[src/rtl/sram_tx_packet_reader.sv]
// Reads length-framed packets out of the SRAM input FIFO through the controller's
// master read port and replays them as a sop/eop-marked byte stream to the SPI master.
module sram_tx_packet_reader #(
   parameter int MAX_PKT_LEN  = 64,
   parameter int HINT_TIMEOUT = 255,
   parameter int HOLDOFF      = 2
) (
   input  logic        clk,
   input  logic        rst,
   input  logic        fifo_i_empty,
   output logic        master_read,
   input  logic        master_hint,
   input  logic [15:0] master_data_from_sram,
   output logic [7:0]  tx_byte,
   output logic        tx_valid,
   input  logic        tx_ready,
   output logic        tx_sop,
   output logic        tx_eop,
   output logic        busy,
   output logic        err_len,
   output logic        err_timeout,
   output logic [2:0]  state_dbg
);

   typedef enum logic [2:0] {
      IDLE     = 3'd0,
      REQ_HDR  = 3'd1,
      CHK_HDR  = 3'd2,
      HOLD     = 3'd3,
      REQ_DATA = 3'd4,
      SEND_HI  = 3'd5,
      SEND_LO  = 3'd6
   } state_t;

   localparam logic [7:0] MAX_LEN  = 8'(MAX_PKT_LEN);
   localparam logic [7:0] TMO_LAST = 8'(HINT_TIMEOUT - 1);
   localparam logic [7:0] HOLD_LD  = 8'(HOLDOFF);

   state_t      state, state_d;
   logic [15:0] word, word_d;
   logic [7:0]  remaining, remaining_d;
   logic        first, first_d;
   logic [7:0]  holdoff, holdoff_d;
   logic [7:0]  tmo_cnt, tmo_cnt_d;
   logic        master_read_d, err_len_d, err_timeout_d;
   logic        tx_valid_d, tx_sop_d, tx_eop_d;
   logic [7:0]  tx_byte_d;
   logic        can_req;

   // tx stream: a byte moves on a cycle with tx_valid && tx_ready; while tx_valid is
   // high and not accepted, tx_byte/tx_sop/tx_eop hold and tx_valid stays up.
   always_ff @(posedge clk) begin
      if (rst) begin
         state       <= IDLE;
         word        <= '0;
         remaining   <= '0;
         first       <= 1'b0;
         holdoff     <= '0;
         tmo_cnt     <= '0;
         master_read <= 1'b0;
         err_len     <= 1'b0;
         err_timeout <= 1'b0;
         tx_valid    <= 1'b0;
         tx_sop      <= 1'b0;
         tx_eop      <= 1'b0;
         tx_byte     <= '0;
      end else begin
         state       <= state_d;
         word        <= word_d;
         remaining   <= remaining_d;
         first       <= first_d;
         holdoff     <= holdoff_d;
         tmo_cnt     <= tmo_cnt_d;
         master_read <= master_read_d;
         err_len     <= err_len_d;
         err_timeout <= err_timeout_d;
         tx_valid    <= tx_valid_d;
         tx_sop      <= tx_sop_d;
         tx_eop      <= tx_eop_d;
         tx_byte     <= tx_byte_d;
      end
   end

   always_comb begin
      state_d       = state;
      word_d        = word;
      remaining_d   = remaining;
      first_d       = first;
      holdoff_d     = (holdoff != 8'd0) ? holdoff - 8'd1 : 8'd0;
      tmo_cnt_d     = 8'd0;
      master_read_d = master_read;
      err_len_d     = 1'b0;
      err_timeout_d = 1'b0;
      can_req       = !fifo_i_empty && (holdoff == 8'd0);

      case (state)
         IDLE: begin
            if (can_req) state_d = REQ_HDR;
         end
         REQ_HDR, REQ_DATA: begin
            // Hints that arrive while no request is outstanding belong to nobody.
            if (!master_read) begin
               if (can_req) master_read_d = 1'b1;
            end else if (master_hint) begin
               master_read_d = 1'b0;
               word_d        = master_data_from_sram;
               holdoff_d     = HOLD_LD;
               state_d       = (state == REQ_HDR) ? CHK_HDR : SEND_HI;
            end else if (tmo_cnt == TMO_LAST) begin
               master_read_d = 1'b0;
               err_timeout_d = 1'b1;
               state_d       = IDLE;
            end else begin
               tmo_cnt_d = (tmo_cnt == 8'hFF) ? tmo_cnt : tmo_cnt + 8'd1;
            end
         end
         CHK_HDR: begin
            holdoff_d = HOLD_LD;
            if (word[7:0] == 8'd0 || word[7:0] > MAX_LEN) begin
               err_len_d = 1'b1;
               state_d   = IDLE;
            end else begin
               remaining_d = word[7:0];
               first_d     = 1'b1;
               state_d     = REQ_DATA;
            end
         end
         SEND_HI: begin
            if (tx_valid && tx_ready) begin
               remaining_d = remaining - 8'd1;
               first_d     = 1'b0;
               state_d     = (remaining == 8'd1) ? IDLE : SEND_LO;
            end
         end
         SEND_LO: begin
            if (tx_valid && tx_ready) begin
               remaining_d = remaining - 8'd1;
               state_d     = (remaining == 8'd1) ? IDLE : REQ_DATA;
            end
         end
         HOLD: state_d = REQ_DATA;
         default: state_d = IDLE;
      endcase

      // Byte outputs are a registered image of the state being entered.
      tx_valid_d = (state_d == SEND_HI) || (state_d == SEND_LO);
      tx_sop_d   = (state_d == SEND_HI) && first_d;
      tx_eop_d   = tx_valid_d && (remaining_d == 8'd1);
      if (state_d == SEND_HI)      tx_byte_d = word_d[15:8];
      else if (state_d == SEND_LO) tx_byte_d = word_d[7:0];
      else                         tx_byte_d = 8'd0;
   end

   assign busy      = (state != IDLE);
   assign state_dbg = state;

endmodule

[config.mk]
export PLATFORM = sky130hd
export DESIGN_NAME = sram_tx_packet_reader
export DESIGN_NICKNAME = d
export VERILOG_FILES = /design/src/rtl/sram_tx_packet_reader.sv
export SDC_FILE = /design/constraint.sdc
export NUM_CORES = 1
export LEC_CHECK = 0
export ABC_AREA = 1
export CAP_MARGIN = 20
export CORE_MARGIN = 4
export CORE_UTILIZATION = 31
export CTS_BUF_LIST = sky130_fd_sc_hd__clkbuf_16
export CTS_CLUSTER_DIAMETER = 50
export DETAILED_ROUTE_END_ITERATION = 8
export SETUP_SLACK_MARGIN = 0.2
export SYNTH_ARGS = -nofsm -noshare
export SYNTH_HDL_FRONTEND = slang
export SYNTH_SLANG_ARGS = --single-unit
[constraint.sdc]
create_clock -name clk -period 3.8 [get_ports clk]
set_input_delay 0.38 -clock clk [delete_from_list [all_inputs] [get_ports clk]]
set_output_delay 0.38 -clock clk [all_outputs]
set_load 0.05 [all_outputs]
==> impl.org, run 1 <==
** Status
- Run status :: finished, final reports clean

** Yosys
- The number of different library cells used by synthesis comes to 37.
- The mapped netlist covers 2830 um2.
- The biggest area contributor in the post-synthesis netlist is sky130_fd_sc_hd__dfxtp_1.
- Gate count of the mapped netlist :: 397
- Yosys printed 0 warnings.
- After synthesis, the largest area contributor takes up 41.0% of total cell area.
- Counting instances in the post-synthesis netlist gives the leading cell types as sky130_fd_sc_hd__nand2_1 (90), sky130_fd_sc_hd__nor2_1 (70), sky130_fd_sc_hd__dfxtp_1 (58), sky130_fd_sc_hd__inv_1 (48), sky130_fd_sc_hd__nand3_1 (31).
- In this run, synthesis inferred 0 flip-flops with an integrated enable.
- Of the synthesized area, sequential elements account for 41.0%.
- Cell with the most instances after synthesis :: sky130_fd_sc_hd__nand2_1
- After synthesis, the share of flip-flops with an asynchronous set or reset is 0%.
- Post-Synthesis Mean Instance Area :: 7.13 um2
- Flip-flop and latch count after synthesis :: 58
- Most used DFF post-synth :: sky130_fd_sc_hd__dfxtp_1
- When the netlist entered floorplanning its net count stood at 424.
- By area the synthesized netlist is led by sky130_fd_sc_hd__dfxtp_1 (41%), sky130_fd_sc_hd__nand2_1 (12%), sky130_fd_sc_hd__nor2_1 (9.3%).

** Timing
- Timing would allow up to 463 MHz.
- Headroom to the max-slew limit came out at 65.8%.
- Setup violations remaining at the end of the flow were counted as 0.
- Final Max Tran Viols :: 0
- Between clock sinks in the finished design, the worst skew comes to 0.00492 ns.
- Final number of hold-violating endpoints :: 0
- The worst path needs 2.16 ns of the cycle, external delays included.
- In the finished design, the share of the clock period the worst path needs comes to 56.9%.
- Setup total negative slack on the finished layout was measured at 0 ns.
- Least-Margin Pin Slew :: 0.511 ns
- Setup repair after global routing left no endpoint under its margin.
- Across all setup checks in the final design, the least slack found is 1.64 ns.

** Layout
- Area added between synthesis and finish :: 28.2%
- For this run, the post-layout net count is 469.
- Fraction of final layout cells with drive strength greater than 1 :: 8.50%
- The number of antenna diodes in the final layout is 0.
- Final design instance area without fill :: 3630 um2

** GRT
- The total overflow left after global routing is 0.
- Met1 usage :: 16.8%
- Met2 capacity usage during global routing :: 21.9%
- The initial antenna violation count is 0.
- Met3 track demand over resource :: 3.48%
- Maximum number of pins on one net before global-route repair :: 26
- Via count of the first global-routing pass :: 2453
- In the global route stage, overall resource usage came out at 13.2%.
- In this run the most used layer during global routing was met2.
- The first global-routing pass estimated 11700 um of wire.

** Route
- For this block, the initial DRC count from the detailed router was 95.
- Drt total wl :: 6860 um
- In this run the remaining antenna-violating nets after routing total 0.
- Wire per inst :: 12.4 um
- Number of vias after detailed routing :: 2587
- After detailed routing, the number of remaining DRC violations is 0.
- Using the TritonRoute via totals, the vias-per-cell ratio works out to 4.66.
- The pre-antenna-repair detailed-routing pass consisted of 4 iterations.

** Placement
- At the placement stage, the worst setup path has a slack of 1.60 ns.
- The placed instances occupy a cell area of 3320 um2.
- Number of input and output port buffers inserted :: 38
- After legalization and detailed placement, the total HPWL measured 5160 um.
- Routability-driven placement congestion ratio :: 0.851

** Power
- The internal power of the cells totals 0.00134 W.
- The completed layout was analyzed and its total power is 0.00181 W.
- Combinational logic burns 15.9% of the power.
- The clock network burns 46.4% of the power.
- In this run switching power makes up 26.1% of total power.
- In this run the power spent charging and discharging nets is 0.000472 W.
- Sequential fraction of design power :: 37.7%
- Power density over the cells :: 498 nW/um2
- For this design the static power due to leakage is 1.66 nW.
- Across the VDD grid, the largest voltage drop is 0.000242 V.

** Clock tree
- Number of buffers inserted during clock tree synthesis :: 9
- Cell at the root of the clock tree :: sky130_fd_sc_hd__clkbuf_16
- Number of H-tree branching levels :: 3
- Clk Latency, worst-skew pair :: 0.32 ns
- Clock transition at the register clock pins on the worst setup and hold paths after CTS :: 0.05 ns
- Once the clock tree was built, the setup fixing pass inserted 0 buffers.
- In this run, post-CTS hold repair placed 0 buffers.
- Gates resized, CTS repair :: 0
- Maximum number of buffers from clock root to sink :: 2
- TritonCTS clock tree :: built
- The clock net in this run drives a total of 58 sinks.

** Floorplanning
- Vertical extent of the die :: 104 um
- Number of placement rows :: 34
- The initial utilization of the core area, before any placement, comes to 32.2%.
- The die is 104 um wide.
- After floorplanning, the core was sized to cover 8810 um2.
- Ports placed on the boundary :: 39
- Total Die Area :: 10700 um2

** Setup path
- STA classifies the critical path startpoint as a register.
- The worst setup path is captured at an output pin.
- For the worst setup path, the data required time is 3.42 ns.
- Sequence of cells on the critical path :: inv_2, nand2_1, clkdlybuf4s50_1
- Broken down by cell family, the worst path's largest delay share belongs to buffers and inverters.
- Counting both buffers and inverters, the worst setup path holds a total of 2.
- Highest-delay cell along the critical path :: sky130_fd_sc_hd__clkdlybuf4s50_1
- Max incr delay on CP :: 0.80 ns
- Critical Path AT :: 1.78 ns
- The critical path in this run is classified as reg2out.
- Critical-path maximum fanout :: 7

** Job
- The tool flagged a number of max-cap violations equal to 0.

** Min path
- Class of the tightest hold or removal check :: reg2reg
==> worst register-to-register path, cell delays in order (launching register included) <==
cell,delay [ns]
sky130_fd_sc_hd__dfxtp_1,0.38
sky130_fd_sc_hd__inv_2,0.13
sky130_fd_sc_hd__nand3_1,0.23
sky130_fd_sc_hd__inv_2,0.24
sky130_fd_sc_hd__nand3_1,0.20
sky130_fd_sc_hd__nand2_1,0.10
sky130_fd_sc_hd__nor2_1,0.05
sky130_fd_sc_hd__nor2_2,0.12
sky130_fd_sc_hd__nand2_1,0.06
sky130_fd_sc_hd__nor2_1,0.11
sky130_fd_sc_hd__nand2_1,0.08
sky130_fd_sc_hd__nor2_1,0.07
==> routing by layer <==
| metal | wire length [um] | up-vias |
|---|---|---|
| met5 | 0 | - |
| met4 | 92 | 0 |
| met3 | 339 | 10 |
| met1 | 3280 | 1151 |
| li1 | - | 1375 |
| met2 | 3150 | 51 |
==> stage by stage <==
step	std cells	util [%]	hold slack, ns
after floorplan	397	-	0.393
after global placement	539	37.7	0.402
after detailed placement	539	37.7	0.413
after CTS	555	41.2	0.420
after global routing	555	41.2	0.432
final	555	41.2	0.416
==> kinds of logic (layout without fill, tap and decap cells) <==
logic type      count (synthesis)  count (layout)  share of synthesized area (%)
simple gates                  223             223                           34.8
flops                          58              58                           41.0
buf+inv                        57             107                           8.17
compound gates                 44              44                           10.6
xor+xnor                        9               9                           2.78
fa+ha+maj                       6               6                           2.65
==> worst paths after layout <==
kind	start	slack, ns	cells after the start	to
worst max-delay path	state_dbg[2]$_SDFF_PP0_	1.64	3	busy
worst min-delay path	holdoff[0]$_SDFF_PP0_	0.42	1	holdoff[0]$_SDFF_PP0_
worst max register to register	state_dbg[2]$_SDFF_PP0_	1.97	11	tx_eop$_SDFF_PP0_
worst min register to register	holdoff[0]$_SDFF_PP0_	0.42	1	holdoff[0]$_SDFF_PP0_
==> power groups by stage <==
stage / Clock, W / Combinational (W) / Sequential [W]
after global routing: 0.000888 / 0.000330 / 0.000689
after global placement: 0 / 0.000285 / 0.000694
after detailed placement: 0 / 0.000288 / 0.000694
after floorplan: 0 / 0.000203 / 0.000703
after CTS: 0.000857 / 0.000290 / 0.000682
final: 0.000839 / 0.000287 / 0.000682
==> registers in the layout (all words and copies together), names as in the netlist <==
register     flops
state_dbg        3
remaining        8
tx_valid         1
tx_byte          8
tx_eop           1
holdoff          8
err_timeout      1
first            1
tmo_cnt          8
master_read      1
tx_sop           1
word            16
err_len          1
==> cells in the final DEF, fill, tap and decap left out, types with 2 or more instances in the layout <==
cell and n:
sky130_fd_sc_hd__inv_2 3, sky130_fd_sc_hd__nand3b_1 2, sky130_fd_sc_hd__a21oi_1 12, sky130_fd_sc_hd__dfxtp_1 58, sky130_fd_sc_hd__nand2_1 90, sky130_fd_sc_hd__nand2_2 3, sky130_fd_sc_hd__nor2_1 70, sky130_fd_sc_hd__inv_1 49
sky130_fd_sc_hd__clkinv_2 2, sky130_fd_sc_hd__bufinv_16 2, sky130_fd_sc_hd__nand4_1 11, sky130_fd_sc_hd__clkdlybuf4s50_1 38, sky130_fd_sc_hd__clkbuf_16 9, sky130_fd_sc_hd__a31oi_1 2, sky130_fd_sc_hd__o21bai_1 2, sky130_fd_sc_hd__xor2_1 6
sky130_fd_sc_hd__nor2_2 2, sky130_fd_sc_hd__o21ai_0 14, sky130_fd_sc_hd__xnor2_1 3, sky130_fd_sc_hd__nand3_1 31, sky130_fd_sc_hd__a211oi_2 8, sky130_fd_sc_hd__nor3_1 6, sky130_fd_sc_hd__ha_1 6
==> area by class of cell <==
cell class	count	area [um2]
repair buffers	39	388
well taps	108	135
clock inverters	7	85.1
flip-flops and latches	58	1160
fillers	905	5170
clock buffers	9	225
inverters	52	198
multi-input cells	282	1440
Power figures use the tool's default switching activity.
==> run 2: changes to the inputs <==
==> constraint.sdc (replaced) <==
create_clock -name clk -period 1.99 [get_ports clk]
set_input_delay 0.199 -clock clk [delete_from_list [all_inputs] [get_ports clk]]
set_output_delay 0.199 -clock clk [all_outputs]
set_load 0.05 [all_outputs]
==> impl.org, run 2 (same netlist as run 1, synthesis figures left out) <==
** Floorplanning
- Vertical extent of the die :: 104 um
- The die covers 10700 um2.
- Effective utilization at floorplan :: 32.2%
- The core region is 8810 um2.
- Number of placement rows :: 34
- From left edge to right edge, the die measures 104 um.
- During I/O placement, the number of pins put on the boundary was 39.

** Clock tree
- The H-tree generated during clock tree synthesis spans 3 levels.
- Clock sink count :: 58
- Buffers inserted during clock tree synthesis total 9.
- The clock reaches the later pin of the worst-skew pair after 0.32 ns.
- After clock tree synthesis, the clock-pin slew on the worst setup and hold paths is 0.05 ns.
- In this run the deepest clock path goes through 2 buffers.
- TritonCTS clock tree :: built
- CTS placed an instance of sky130_fd_sc_hd__clkbuf_16 at the clock tree root.

** Layout
- 0 antenna diodes ended up in the layout.
- Once layout is complete, the utilization of the core stands at 42.7%.
- Reg with most FFs :: word
- In the final design database the tool counted 476 nets.
- The top cell types in the final layout, fill and taps aside, are sky130_fd_sc_hd__nand2_1 (85), sky130_fd_sc_hd__nor2_1 (67), sky130_fd_sc_hd__dfxtp_1 (54), sky130_fd_sc_hd__inv_1 (46), sky130_fd_sc_hd__clkdlybuf4s50_1 (35).
- Most frequent standard cell in the layout excluding fill and tap cells :: sky130_fd_sc_hd__nand2_1
- Area added between synthesis and finish :: 32.7%
- Fraction of final layout cells with drive strength greater than 1 :: 14.5%
- Max reg flops :: 16
- Counting the fill cells in the layout gives 861.

** GRT
- In the global route stage, overall resource usage came out at 13.3%.
- The via count of the first global-routing pass is 2576.
- Number of antenna violations at the first check in global routing :: 0
- After global routing the overflow that remains totals 0.
- Maximum number of pins on one net before global-route repair :: 26
- The first global-routing pass estimated 11800 um of wire.

** Timing
- Derived from the worst setup path, the maximum achievable clock frequency is 578 MHz.
- Number of setup violations in the final report :: 0
- Least-Margin Pin Slew :: 0.512 ns
- Worst setup skew after layout :: 0.00522 ns
- Hold Worst Slack :: 0.429 ns
- After routing, the total negative slack on setup checks comes to 0 ns.
- Final clock period utilization by the worst path :: 86.9%
- Final period demand of the worst path :: 1.73 ns
- Worst slew margin relative to its limit :: 65.8%
- Unrepaired setup endpoints after global routing :: false
- The count of final hold-check violations came to 0.
- Final Max Tran Viols :: 0

** Route
- Residual DRC count :: 0
- Drt total wl :: 6880 um
- Dividing the detail-routed wire length by the instance count gives 12.2 um.
- Number of vias after detailed routing :: 2637
- Violation count after the first detailed-route iteration :: 134
- The count of nets left with antenna violations once routing finished came out at 0.
- Via-per-instance ratio :: 4.69
- Number of optimization iterations in the first detailed-route pass :: 4

** Job
- The tool flagged a number of max-cap violations equal to 0.

** Setup path
- STA puts the critical path data arrival time at 1.53 ns.
- Kind of cell with the highest combined delay on the critical path :: buffers and inverters
- Critical path start-end classification :: reg2out
- Max incr delay on CP :: 0.82 ns
- The most critical setup path has its startpoint at state_dbg[1]$_SDFF_PP0_.
- Sequence of cells on the critical path :: clkdlybuf4s50_1
- The startpoint identified for the worst register-to-register timing path is tmo_cnt[0]$_SDFFE_PP0P_.
- The worst setup path is captured at an output pin.
- Together, buffers and inverters on the worst path number 1.
- Highest-delay cell along the critical path :: sky130_fd_sc_hd__clkdlybuf4s50_1
- At the worst endpoint, the required time is 1.79 ns.
- Critical-path maximum fanout :: 6
- Worst setup SP type :: register

** Placement
- Routability-driven placement congestion ratio :: 0.898
- After legalization and detailed placement, the total HPWL measured 5110 um.
- Number of input and output port buffers inserted :: 38

** Power
- For this design the static power due to leakage is 1.72 nW.
- Worst voltage drop across the vdd grid :: 0.000501 V
- For this design the ratio of total power to cell area is 931 nW/um2.

** Status
- Run status :: finished, final reports clean

** Min path
- The tightest min-delay check is of the reg2reg type.
- In this run the most critical hold path is launched from holdoff[0]$_SDFF_PP0_.
## run 2: cell types whose count changed in the layout (fill, tap and decap cells not counted), sizes merged
cell / previous run / this run
buf: 1 / 9
inv: 53 / 52
clkdlybuf4s50: 38 / 35
clkinv: 3 / 4
dlygate4sd2: 0 / 2
## run 2: power breakdown
part	total [W]	internal (W)	switching [W]	leakage [nW]
clock network	0.00164	0.00109	0.000545	0.153
logic	0.000558	0.000232	0.000326	1.09
registers	0.00131	0.00124	0.0000636	0.471
## run 2: path summary, 6_finish.rpt
check                     endpoint  slack [ns]  cells after the start
min          holdoff[0]$_SDFF_PP0_        0.43                      1
min reg2reg  holdoff[0]$_SDFF_PP0_        0.43                      1
max                   state_dbg[1]        0.26                      1
max reg2reg  tx_byte[6]$_SDFF_PP0_        0.39                     11
## run 2: area by class of cell
class / count / area [um2] / share of cell area, %
clock inverter: 7 / 93.8 / 2.50
sequential: 58 / 1170 / 31.2
clock buffer: 9 / 225 / 5.99
timing repair buffer: 46 / 435 / 11.6
multi-input combinational: 282 / 1500 / 39.9
inverter: 52 / 198 / 5.26
tap: 108 / 135 / 3.60
## run 2: layer usage
metal	share of wire [%]	track usage, %	vias up
met1	49	17.7	1200
met5	0	0	-
li1	-	-	1382
met4	1.5	4.84	0
met3	4.2	3.86	14
met2	45	20.5	41
## run 2: what timing repair did
item | CTS | global route
pin swaps | 0 | 4
setup buffers | 0 | 1
resized for setup | 3 | 20
setup endpoints to repair | 10 | 19
hold buffers | 0 | 0
gates cloned | 0 | 0
## run 2: stage by stage
stage / power (W) / worst slack (ns) / std cells / area (um2)
after floorplan: 0.00173 / 0.200 / 397 / 2840
after global placement: 0.00187 / 0.118 / 545 / 3370
after detailed placement: 0.00188 / 0.106 / 545 / 3370
after CTS: 0.00353 / 0.212 / 561 / 3690
after global routing: 0.00368 / 0.202 / 562 / 3760
final: 0.00350 / 0.260 / 562 / 3760
==> run 3: changes to the inputs <==
--- a/config.mk
+++ b/config.mk
@@ -13,6 +13,7 @@
 export CTS_CLUSTER_DIAMETER = 50
 export DETAILED_ROUTE_END_ITERATION = 8
 export SETUP_SLACK_MARGIN = 0.2
+export SKIP_CTS_REPAIR_TIMING = 1
 export SYNTH_ARGS = -nofsm -noshare
 export SYNTH_HDL_FRONTEND = slang
 export SYNTH_SLANG_ARGS = --single-unit
==> impl.org, run 3 (same netlist as run 1, synthesis figures left out) <==
** Setup path
- Critical Path AT :: 1.53 ns
- The largest single stage delay on the critical path is 0.82 ns.
- STA puts the critical path data required time at 1.79 ns.
- Buffer and inverter count on the worst path :: 1
- Worst setup SP type :: register
- Among cell families on the critical path, the largest total delay comes from buffers and inverters.
- The setup path with the least slack is of type reg2out.
- Traced cell by cell, the critical path runs through clkdlybuf4s50_1.
- In this run the worst path has a maximum fanout of 6.
- Highest-delay cell along the critical path :: sky130_fd_sc_hd__clkdlybuf4s50_1
- STA classifies the critical path endpoint as an output pin.

** Clock tree
- Counting every sink on the clock net gives 58.
- TritonCTS created 9 clock buffers.
- Clock-pin slew was measured on the worst setup and hold paths at 0.05 ns.
- Number of H-tree branching levels :: 3
- Clk Latency, worst-skew pair :: 0.32 ns
- TritonCTS built the clock tree.
- No sink is reached through more buffers than the 2 on the longest clock path.
- In this run the clock root is driven by a sky130_fd_sc_hd__clkbuf_16.

** Route
- The first routing iteration left 137 violations.
- After detailed routing, the average wire length per cell comes to 12.3 um.
- Across all layers, the routed design uses 2615 vias.
- For this run, design rule violations remaining after detail routing come to 0.
- Using the TritonRoute via totals, the vias-per-cell ratio works out to 4.65.
- Number of optimization iterations in the first detailed-route pass :: 4
- In this run the remaining antenna-violating nets after routing total 0.
- Wires add up to 6900 um.

** Floorplanning
- For this configuration, the core starts out at a cell density of 32.2%.
- Vertical extent of the die :: 104 um
- X dimension of the die :: 104 um
- Ports placed on the boundary :: 39
- The die covers 10700 um2.
- The core region is 8810 um2.
- Number of placement rows :: 34

** Layout
- Area added between synthesis and finish :: 32.9%
- Combined area of the multi-input logic cells :: 1500 um2
- Reg area :: 1170 um2
- Total of fill cells in the finished design :: 859
- Layout net count :: 476
- Post-route core utilization :: 42.7%
- Most frequent standard cell in the layout excluding fill and tap cells :: sky130_fd_sc_hd__nand2_1
- Count of inserted antenna diode cells :: 0
- Counting flops per register, the top entry is word.
- The count of cells in the finished layout, fillers not included, comes to 562.
- In the layout the commonest cells are sky130_fd_sc_hd__nand2_1 (85), sky130_fd_sc_hd__nor2_1 (67), sky130_fd_sc_hd__dfxtp_1 (54), sky130_fd_sc_hd__inv_1 (46), sky130_fd_sc_hd__clkdlybuf4s50_1 (36).
- The register with the most flip-flops in the layout has 16 of them.
- In the final layout, the share of cells above drive strength 1 is 14.5%.

** Placement
- Post-Place Cells :: 545
- HPWL Detailed :: 5110 um
- OpenSTA, run right after detailed placement, puts the worst setup slack at 0.106 ns.
- Routability-driven placement congestion ratio :: 0.898
- Port buffering added 38 buffers.

** Timing
- Final clock period utilization by the worst path :: 87.0%
- Counting I/O delays and the setup requirement, the final critical path takes 1.73 ns.
- Slack of the critical path :: 0.259 ns
- Least-Margin Pin Slew :: 0.512 ns
- Setup violations remaining at the end of the flow were counted as 0.
- Headroom to the max-slew limit came out at 65.8%.
- Timing would allow up to 578 MHz.
- Worst setup skew after layout :: 0.00505 ns
- Sum Neg Setup Slack :: 0 ns
- Hold Worst Slack :: 0.429 ns
- Setup repair after global routing left no endpoint under its margin.
- The number of pins with negative max-slew slack in the final report was 0.
- The count of final hold-check violations came to 0.

** Min path
- The worst hold path belongs to the class reg2reg.

** GRT
- The initial antenna violation count was 0.
- The via count of the first global-routing pass came to 2569.
- The first global-routing pass estimated 11800 um of wire.
- GR Overflow Total :: 0
- Entering global routing, the biggest net connects 26 pins.
- Global routing used 13.3% of the available tracks.

** Power
- For this design the ratio of total power to cell area is 930 nW/um2.
- Worst voltage drop across the vdd grid :: 0.000504 V
- Static leakage :: 1.73 nW

** Job
- Max-cap violations in this run came to 0.

** Status
- The flow ran to the end, and the final reports show no timing, DRC or antenna violations.
==> run 3: worst paths after layout <==
check                     startpoint                    end  slack (ns)  cells after the start
max          state_dbg[1]$_SDFF_PP0_           state_dbg[1]        0.26                      1
min            holdoff[0]$_SDFF_PP0_  holdoff[0]$_SDFF_PP0_        0.43                      1
max reg2reg  tmo_cnt[4]$_SDFFE_PP0P_  tx_byte[6]$_SDFF_PP0_        0.38                     11
min reg2reg    holdoff[0]$_SDFF_PP0_  holdoff[0]$_SDFF_PP0_        0.43                      1
==> run 3: metrics by stage <==
step           cell area [um2]  power, W
6_report                  3760   0.00350
5_1_grt                   3760   0.00368
4_1_cts                   3690   0.00353
3_5_place_dp              3370   0.00188
3_3_place_gp              3370   0.00187
2_1_floorplan             2840   0.00173
==> run 3: final cells by class <==
type	instances	area share, %
clock buffer	9	5.98
sequential	58	31.1
inverter	52	5.25
timing repair buffer	46	11.7
tap	108	3.59
clock inverter	7	2.49
multi-input combinational	282	39.9
==> run 3: report_power, final <==
part           switching (W)  total, W  internal, W  leakage, nW
sequential         0.0000637   0.00131      0.00124        0.471
clock               0.000545   0.00164      0.00109        0.153
combinational       0.000325  0.000558     0.000233         1.10
total               0.000934   0.00350      0.00257         1.73
==> run 3: metal layers <==
metal / GRT usage (%) / wire length (um) / up-vias / part of all wire [%]
met3: 3.86 / 318 / 10 / 4.6
met4: 4.84 / 81 / 0 / 1.2
met1: 17.7 / 3340 / 1178 / 48
li1: - / - / 1381 / -
met5: 0 / 0 / - / 0
met2: 20.4 / 3160 / 46 / 46
